**src/rtl/decode_pkg.sv**
```systemverilog
// Shared decode definitions: opcode/funct codes, ALU control encodings,
// the registered control bundle and its bubble value.
package decode_pkg;

   localparam logic [5:0] OP_RTYPE   = 6'h00;
   localparam logic [5:0] OP_J       = 6'h02;
   localparam logic [5:0] OP_JAL     = 6'h03;
   localparam logic [5:0] OP_BEQ     = 6'h04;
   localparam logic [5:0] OP_BNE     = 6'h05;
   localparam logic [5:0] OP_ADDI    = 6'h08;
   localparam logic [5:0] OP_LW      = 6'h23;
   localparam logic [5:0] OP_SW      = 6'h2b;

   localparam logic [5:0] FN_JR      = 6'h08;
   localparam logic [5:0] FN_SYSCALL = 6'h0c;
   localparam logic [5:0] FN_ADD     = 6'h20;
   localparam logic [5:0] FN_SUB     = 6'h22;
   localparam logic [5:0] FN_AND     = 6'h24;
   localparam logic [5:0] FN_OR      = 6'h25;
   localparam logic [5:0] FN_SLT     = 6'h2a;

   typedef enum logic [2:0] {
      ALU_AND = 3'b000,
      ALU_OR  = 3'b001,
      ALU_ADD = 3'b010,
      ALU_SUB = 3'b110,
      ALU_SLT = 3'b111
   } alu_ctrl_t;

   typedef struct packed {
      logic      reg_write;
      logic      mem_to_reg;
      logic      mem_write;
      logic      alu_src;
      logic      reg_dst;
      logic      syscall;
      alu_ctrl_t alu_ctrl;
   } ctrl_t;

   localparam ctrl_t CTRL_BUBBLE = '0;

   // R-type funct to ALU operation; unrecognised functs fall back to add
   function automatic alu_ctrl_t alu_from_funct(input logic [5:0] funct);
      case (funct)
         FN_SUB:  return ALU_SUB;
         FN_AND:  return ALU_AND;
         FN_OR:   return ALU_OR;
         FN_SLT:  return ALU_SLT;
         default: return ALU_ADD;
      endcase
   endfunction

endpackage

```
**src/rtl/decode_stage_pipe_regfile_bypass.sv**
```systemverilog
// NREG x XLEN register file, two combinational read ports with write-through,
// two write ports. Port 2 (link) overrides port 1 (writeback) on the same register.
module regfile_bypass #(
   parameter int XLEN = 32,
   parameter int NREG = 32
) (
   input  logic            clk,
   input  logic            rst_n,
   input  logic [4:0]      ra1,
   input  logic [4:0]      ra2,
   output logic [XLEN-1:0] rd1,
   output logic [XLEN-1:0] rd2,
   input  logic            we1,
   input  logic [4:0]      wa1,
   input  logic [XLEN-1:0] wd1,
   input  logic            we2,
   input  logic [4:0]      wa2,
   input  logic [XLEN-1:0] wd2
);

   localparam int         AW     = $clog2(NREG);
   localparam logic [5:0] NREG_W = 6'(NREG);

   logic [XLEN-1:0] regs [NREG];

   function automatic logic in_range(input logic [4:0] a);
      return ({1'b0, a} < NREG_W);
   endfunction

   // Register writes; r0 is never written, and the link port's assignment comes last so it wins
   always_ff @(posedge clk or negedge rst_n) begin
      if (!rst_n) begin
         for (int i = 0; i < NREG; i++) regs[i] <= '0;
      end else begin
         if (we1 && wa1 != 5'd0 && in_range(wa1)) regs[wa1[AW-1:0]] <= wd1;
         if (we2 && wa2 != 5'd0 && in_range(wa2)) regs[wa2[AW-1:0]] <= wd2;
      end
   end

   // Read port 1 with write-through, link data taking precedence over writeback
   always_comb begin
      rd1 = '0;
      if (ra1 != 5'd0 && in_range(ra1)) begin
         if (we2 && wa2 == ra1)      rd1 = wd2;
         else if (we1 && wa1 == ra1) rd1 = wd1;
         else                        rd1 = regs[ra1[AW-1:0]];
      end
   end

   // Read port 2, same bypass rules as port 1
   always_comb begin
      rd2 = '0;
      if (ra2 != 5'd0 && in_range(ra2)) begin
         if (we2 && wa2 == ra2)      rd2 = wd2;
         else if (we1 && wa1 == ra2) rd2 = wd1;
         else                        rd2 = regs[ra2[AW-1:0]];
      end
   end

endmodule

```
**src/rtl/decode_stage_pipe.sv**
```systemverilog
// MIPS decode stage with ID/EX register: regfile read, branch/jump resolution with
// forwarding, jal link write, and hold/flush/bubble control of the ID/EX register.
// Optional feature: define DECODE_BNE_EN to decode bne (opcode 6'h05).
module decode_stage_pipe
   import decode_pkg::*;
#(
   parameter  int XLEN = 32,
   parameter  int NREG = 32,
   parameter  int NFWD = 2,
   localparam int FSW  = $clog2(NFWD + 1)
) (
   input  logic                 clk,
   input  logic                 rst_n,
   input  logic [31:0]          instr_d,
   input  logic [XLEN-1:0]      pc_plus_4_d,
   input  logic                 valid_d,
   input  logic                 hold_e,
   input  logic                 flush_e,
   input  logic                 reg_write_w,
   input  logic [4:0]           write_reg_w,
   input  logic [XLEN-1:0]      write_data_w,
   input  logic [NFWD*XLEN-1:0] fwd_data,
   input  logic [FSW-1:0]       fwd_sel_a,
   input  logic [FSW-1:0]       fwd_sel_b,
   output logic                 pc_src_d,
   output logic [XLEN-1:0]      branch_addr_d,
   output logic                 jump_d,
   output logic                 jr_d,
   output logic [XLEN-1:0]      jump_addr_d,
   output logic [XLEN-1:0]      jr_addr_d,
   output logic                 valid_e,
   output logic                 reg_write_e,
   output logic                 mem_to_reg_e,
   output logic                 mem_write_e,
   output logic                 alu_src_e,
   output logic                 reg_dst_e,
   output logic                 syscall_e,
   output logic [2:0]           alu_ctrl_e,
   output logic [XLEN-1:0]      rd1_e,
   output logic [XLEN-1:0]      rd2_e,
   output logic [XLEN-1:0]      sign_imm_e,
   output logic [4:0]           rs_e,
   output logic [4:0]           rt_e,
   output logic [4:0]           rd_e
);

   logic [5:0]      op, funct;
   logic [4:0]      rs, rt, rd;
   logic [XLEN-1:0] sign_imm, rd1, rd2, op_a, op_b, link_data;
   logic            is_beq, is_bne, is_jump, is_jr, go, link_we;
   ctrl_t           ctrl_d, ctrl_e;

   assign op       = instr_d[31:26];
   assign rs       = instr_d[25:21];
   assign rt       = instr_d[20:16];
   assign rd       = instr_d[15:11];
   assign funct    = instr_d[5:0];
   assign sign_imm = {{(XLEN-16){instr_d[15]}}, instr_d[15:0]};

   // A stalled or invalid instruction may neither redirect fetch nor write the link register
   assign go        = valid_d & ~hold_e;
   assign link_we   = go & (op == OP_JAL);
   assign link_data = pc_plus_4_d + XLEN'(4);

   regfile_bypass #(.XLEN(XLEN), .NREG(NREG)) u_regfile (
      .clk   (clk),
      .rst_n (rst_n),
      .ra1   (rs),
      .ra2   (rt),
      .rd1   (rd1),
      .rd2   (rd2),
      .we1   (reg_write_w),
      .wa1   (write_reg_w),
      .wd1   (write_data_w),
      .we2   (link_we),
      .wa2   (5'(NREG - 1)),
      .wd2   (link_data)
   );

   // Main control decode; unknown opcodes leave every enable at zero
   always_comb begin
      ctrl_d  = CTRL_BUBBLE;
      is_beq  = 1'b0;
      is_bne  = 1'b0;
      is_jump = 1'b0;
      is_jr   = 1'b0;
      case (op)
         OP_RTYPE: begin
            case (funct)
               FN_JR:      is_jr = 1'b1;
               FN_SYSCALL: ctrl_d.syscall = 1'b1;
               default: begin
                  ctrl_d.reg_write = 1'b1;
                  ctrl_d.reg_dst   = 1'b1;
                  ctrl_d.alu_ctrl  = alu_from_funct(funct);
               end
            endcase
         end
         OP_LW: begin
            ctrl_d.reg_write  = 1'b1;
            ctrl_d.mem_to_reg = 1'b1;
            ctrl_d.alu_src    = 1'b1;
            ctrl_d.alu_ctrl   = ALU_ADD;
         end
         OP_SW: begin
            ctrl_d.mem_write = 1'b1;
            ctrl_d.alu_src   = 1'b1;
            ctrl_d.alu_ctrl  = ALU_ADD;
         end
         OP_ADDI: begin
            ctrl_d.reg_write = 1'b1;
            ctrl_d.alu_src   = 1'b1;
            ctrl_d.alu_ctrl  = ALU_ADD;
         end
         OP_BEQ: begin
            is_beq          = 1'b1;
            ctrl_d.alu_ctrl = ALU_SUB;
         end
`ifdef DECODE_BNE_EN
         OP_BNE: begin
            is_bne          = 1'b1;
            ctrl_d.alu_ctrl = ALU_SUB;
         end
`endif
         OP_J, OP_JAL: is_jump = 1'b1;
         default: ;
      endcase
   end

   // Comparator operand selection; selects beyond NFWD fall back to the regfile value
   always_comb begin
      op_a = rd1;
      op_b = rd2;
      for (int k = 0; k < NFWD; k++) begin
         if (fwd_sel_a == FSW'(k + 1)) op_a = fwd_data[k*XLEN +: XLEN];
         if (fwd_sel_b == FSW'(k + 1)) op_b = fwd_data[k*XLEN +: XLEN];
      end
   end

   assign pc_src_d      = go & ((is_beq & (op_a == op_b)) | (is_bne & (op_a != op_b)));
   assign jump_d        = go & is_jump;
   assign jr_d          = go & is_jr;
   assign branch_addr_d = pc_plus_4_d + (sign_imm << 2);
   assign jump_addr_d   = {pc_plus_4_d[XLEN-1:28], instr_d[25:0], 2'b00};
   assign jr_addr_d     = op_a;

   // ID/EX register: flush beats hold, hold beats an incoming bubble, otherwise load
   always_ff @(posedge clk or negedge rst_n) begin
      if (!rst_n) begin
         valid_e    <= 1'b0;
         ctrl_e     <= CTRL_BUBBLE;
         rd1_e      <= '0;
         rd2_e      <= '0;
         sign_imm_e <= '0;
         rs_e       <= '0;
         rt_e       <= '0;
         rd_e       <= '0;
      end else if (flush_e || (!hold_e && !valid_d)) begin
         valid_e    <= 1'b0;
         ctrl_e     <= CTRL_BUBBLE;
         rd1_e      <= '0;
         rd2_e      <= '0;
         sign_imm_e <= '0;
         rs_e       <= '0;
         rt_e       <= '0;
         rd_e       <= '0;
      end else if (!hold_e) begin
         valid_e    <= 1'b1;
         ctrl_e     <= ctrl_d;
         rd1_e      <= rd1;
         rd2_e      <= rd2;
         sign_imm_e <= sign_imm;
         rs_e       <= rs;
         rt_e       <= rt;
         rd_e       <= rd;
      end
   end

   assign reg_write_e  = ctrl_e.reg_write;
   assign mem_to_reg_e = ctrl_e.mem_to_reg;
   assign mem_write_e  = ctrl_e.mem_write;
   assign alu_src_e    = ctrl_e.alu_src;
   assign reg_dst_e    = ctrl_e.reg_dst;
   assign syscall_e    = ctrl_e.syscall;
   assign alu_ctrl_e   = ctrl_e.alu_ctrl;

endmodule

```
**config.mk**
```make
export PLATFORM = sky130hd
export DESIGN_NAME = decode_stage_pipe
export DESIGN_NICKNAME = d
export VERILOG_FILES = /design/src/rtl/decode_pkg.sv /design/src/rtl/decode_stage_pipe_regfile_bypass.sv /design/src/rtl/decode_stage_pipe.sv
export SDC_FILE = /design/constraint.sdc
export NUM_CORES = 2
export LEC_CHECK = 0
export BUFFER_PORTS_ARGS = -buffer_cell sky130_fd_sc_hd__buf_2
export CORE_MARGIN = 3
export CORE_UTILIZATION = 40
export DETAILED_ROUTE_END_ITERATION = 10
export PLACE_DENSITY = 0.56
export SLEW_MARGIN = 30
export SYNTH_ARGS = -nofsm -noshare
export SYNTH_HDL_FRONTEND = slang
export SYNTH_SLANG_ARGS = --single-unit
export TNS_END_PERCENT = 20
```
**constraint.sdc**
```tcl
create_clock -name clk -period 5.94 [get_ports clk]
set_input_delay 1.188 -clock clk [delete_from_list [all_inputs] [get_ports clk]]
set_output_delay 1.188 -clock clk [all_outputs]
set_load 0.01 [all_outputs]
```
==> flow_metrics.py <==
metrics = {
    "status": {
        "status": "finished, violations left",
        "violations": "setup timing",
    },
    "clocking": {
        "clkTransAtPathRegs_ns": 0.06,
        "cts_root_buf": "clkbuf_16",
        "cts.sinks": 1124,
        "cts_buffers": 132,
        "cts_buffer_depth": 3,
        "worstSkewPairLatency_ns": 0.79,
        "htree_num_levels": 4,
        "cts_tree": "built",
    },
    "setup_path": {
        "cp_max_fo": 9,
        "worstSetupEndpointType": "output pin",
        "cp-start-kind": "input pin",
        "timing.rr.end": "rd2_e[7]",
        "r2r_slack_ns": 3.27,
        "worstRegToRegCells": 7,
        "worstSetupPathType": "in -> out",
        "r2r_start": "u_regfile.regs[7]",
        "cp.arrival_ns": 5.05,
        "cp.required_ns": 4.75,
    },
    "hold_path": {
        "hold_depth": 0,
        "min_from": "u_regfile.regs[1021]",
        "min_to": "u_regfile.regs[1021]",
        "hold_path.class": "reg -> reg",
    },
    "floorplanning": {
        "start_util_pct": 40.4,
        "fp-row-count": 147,
        "die_h_um": 410,
        "ios": 395,
        "die_width_um": 410,
        "core_sq_um": 161000,
        "dieArea_sq_um": 168000,
    },
    "synth": {
        "synth_seq_cells": 1124,
        "yosys_warnings": 0,
        "ys_seq_area_share_pct": 43.1,
        "yosys.area.top_type": "dfrtp_1",
        "synthDistinctLibCells": 92,
        "synth_cells": 5048,
        "synth_area_leaders": "dfrtp_1 (43%), mux2_2 (17%), mux4_2 (16%)",
        "synth-async-reset-ratio_pct": 100,
        "synth.top_cell.area_share_pct": 43.1,
        "syn-cell-area_sq_um": 65200,
        "synthFlopType": "dfrtp_1",
        "synth_edf_count": 0,
        "avgSynthCellArea_sq_um": 12.9,
    },
    "global_route": {
        "grt_max_degree": 159,
        "grtUsageTotal_pct": 34.1,
        "antenna_found_initial": 17,
        "grt_pass1_wl_mm": 407,
        "grt_pass1_vias": 52700,
        "overflow": 0,
    },
    "timing": {
        "finalSetupViolations": 1,
        "fmax_mhz": 160,
        "rsz0062_at_grt": "yes",
        "slew_headroom_pct": 27.0,
        "tightest_slew_ns": 1.10,
        "fin_setup_tns_ns": -0.301,
        "finalClockSkew_ns": 0.0343,
        "hold_violations": 0,
        "min_period_ns": 6.24,
        "slew_viol_final": 0,
        "finalCritPeriodShare_pct": 105,
        "setup_ws_ns": -0.301,
    },
    "detailed_routing": {
        "viasPerCell": 6.49,
        "vias": 52800,
        "routedWlPerCell_um": 35.5,
        "drc": 0,
        "final_antenna_net_count": 0,
        "finalWirelength_mm": 289,
        "dr.pass1.iters": 6,
        "drt-initial-drc-count": 6171,
    },
    "layout": {
        "final_cell_mix": "dfrtp_1 (1124), mux2_2 (1003), buf_4 (742), mux4_2 (476), buf_2 (383)",
        "layoutNonFillerInstCount": 8137,
        "fillCellCount": 14200,
        "area_growth_pct": 23.2,
        "final_common_cell": "dfrtp_1",
        "final_core_utilization_pct": 49.8,
        "layout-drive-gt1-share_pct": 52.2,
        "final_nets": 6069,
    },
    "pwr": {
        "p_leak_nw": 35.8,
        "power.density_nw_per_um2": 306,
        "vdd_drop_max_mv": 0.294,
    },
    "placed_design": {
        "gp_congestion": 1.03,
        "dp.cells": 7853,
        "portBuffers": 392,
        "place_ws_ns": -0.943,
        "dp.final_hpwl_mm": 208,
    },
    "job": {
        "cap_violations": 0,
    },
}
state kept, by name (all words and copies together), names as in the netlist:
register and count:
u_regfile.regs 1024, rd1_e 32, rd2_e 32, sign_imm_e 16, rs_e 5, rt_e 5
alu_ctrl_e 3, alu_src_e 1, mem_to_reg_e 1, mem_write_e 1, reg_dst_e 1, reg_write_e 1
syscall_e 1, valid_e 1
synthesized netlist by cell type, types with 10 or more instances:
| cell | n |
|---|---|
| nand4_1 | 41 |
| nand3b_1 | 15 |
| o211ai_1 | 20 |
| clkbuf_1 | 332 |
| o21a_1 | 16 |
| nand2_1 | 209 |
| xor2_1 | 30 |
| o32ai_1 | 11 |
| dfrtp_1 | 1124 |
| buf_2 | 63 |
| ha_1 | 30 |
| o21ai_0 | 162 |
| mux2i_1 | 164 |
| a31oi_1 | 26 |
| xnor2_1 | 43 |
| nor2_1 | 162 |
| nand3_1 | 55 |
| mux4_2 | 476 |
| nor3_1 | 51 |
| o31ai_1 | 18 |
| nand2b_1 | 20 |
| a221oi_1 | 19 |
| a211oi_1 | 31 |
| a21oi_1 | 137 |
| o22ai_1 | 82 |
| buf_6 | 14 |
| or2_2 | 10 |
| o221ai_1 | 18 |
| inv_1 | 29 |
| a32oi_1 | 11 |
| buf_1 | 74 |
| a21o_1 | 23 |
| nor4_1 | 22 |
| and3_1 | 32 |
| a22oi_1 | 79 |
| nor3b_1 | 16 |
| or3_1 | 13 |
| and4_1 | 13 |
| nor2b_1 | 18 |
| a2111oi_0 | 11 |
| a22o_1 | 69 |
| mux2_2 | 1003 |
| and2_1 | 14 |
| buf_4 | 79 |
stage by stage:
stage / area [sq um] / hold slack (ns) / total power [mW]
after global placement: 74600 / 0.376 / 16.0
after global routing: 80300 / 0.407 / 25.4
after CTS: 80200 / 0.396 / 24.5
final: 80300 / 0.392 / 24.5
after floorplan: 65200 / 0.441 / 13.5
after detailed placement: 74700 / 0.382 / 16.2
how the worst max path moves through the flow:
| stage | start | endpoint | cells past startpoint |
|---|---|---|---|
| after floorplan | instr_d[16] | pc_src_d | 15 |
| after global placement | instr_d[16] | pc_src_d | 17 |
| after detailed placement | instr_d[16] | pc_src_d | 17 |
| after CTS | instr_d[16] | pc_src_d | 15 |
| after global routing | instr_d[16] | pc_src_d | 16 |
| final | instr_d[24] | pc_src_d | 15 |
routing by layer:
metal	global-route usage, %	up-vias	wire length [um]
li1	-	21100	-
met1	44.1	27900	113000
met2	51.4	3058	128000
met3	9.11	759	28300
met4	20.1	10	19400
met5	0	-	64
cells by family (layout without fill, tap and decap cells):
family	count (synthesis)	in the layout	share of synthesized area (%)
XOR/XNOR	73	73	0.981
other	1	16	0.00575
AND/OR/NAND/NOR	729	729	5.71
flip-flops	1124	1124	43.1
AO/OA/AOI/OAI	845	845	8.97
multiplexers	1643	1643	36.3
buffers and inverters	602	1516	4.31
adder cells (fa/ha/maj)	31	31	0.606
what timing repair did:
action                                  in CTS  in global routing
setup buffers                               29                  0
resized for setup                          162                 11
hold buffers                                 0                  0
pin swaps                                   37                  4
endpoints found under the setup margin       2                  4
gates cloned                                 7                  0
hold endpoints to repair                     0                  0
power by group:
part / switching [mW] / internal, mW / leakage, nW
Sequential: 1.08 / 9.03 / 14.5
Clock: 3.44 / 4.71 / 2.08
Combinational: 2.94 / 3.35 / 19.2
Total: 7.46 / 17.1 / 35.8
layout make-up:
| type | instances | area [sq um] | share of cell area, % |
|---|---|---|---|
| Antenna cell | 14 | 35.0 | 0.0436 |
| Multi-Input combinational cell | 3323 | 35100 | 43.7 |
| Sequential cell | 1124 | 28100 | 35.0 |
| Clock buffer | 198 | 3860 | 4.80 |
| Tap cell | 2160 | 2700 | 3.37 |
| Timing Repair Buffer | 1248 | 9960 | 12.4 |
| Clock inverter | 36 | 392 | 0.488 |
| Inverter | 34 | 129 | 0.160 |
worst max-delay path, cell delays in order:
cell and delay [ns]:
buf_2 0.30, buf_4 0.20, or3b_2 0.51, buf_4 0.20, o22ai_1 0.31, a211o_1 0.39, nor4_2 0.11, o211ai_2 0.20
a32oi_2 0.14, xor2_1 0.17, nand2_2 0.12, or4b_4 0.54, nor4_4 0.35, buf_4 0.19, buf_6 0.11
Note: power is estimated with default switching activity, not from simulation.
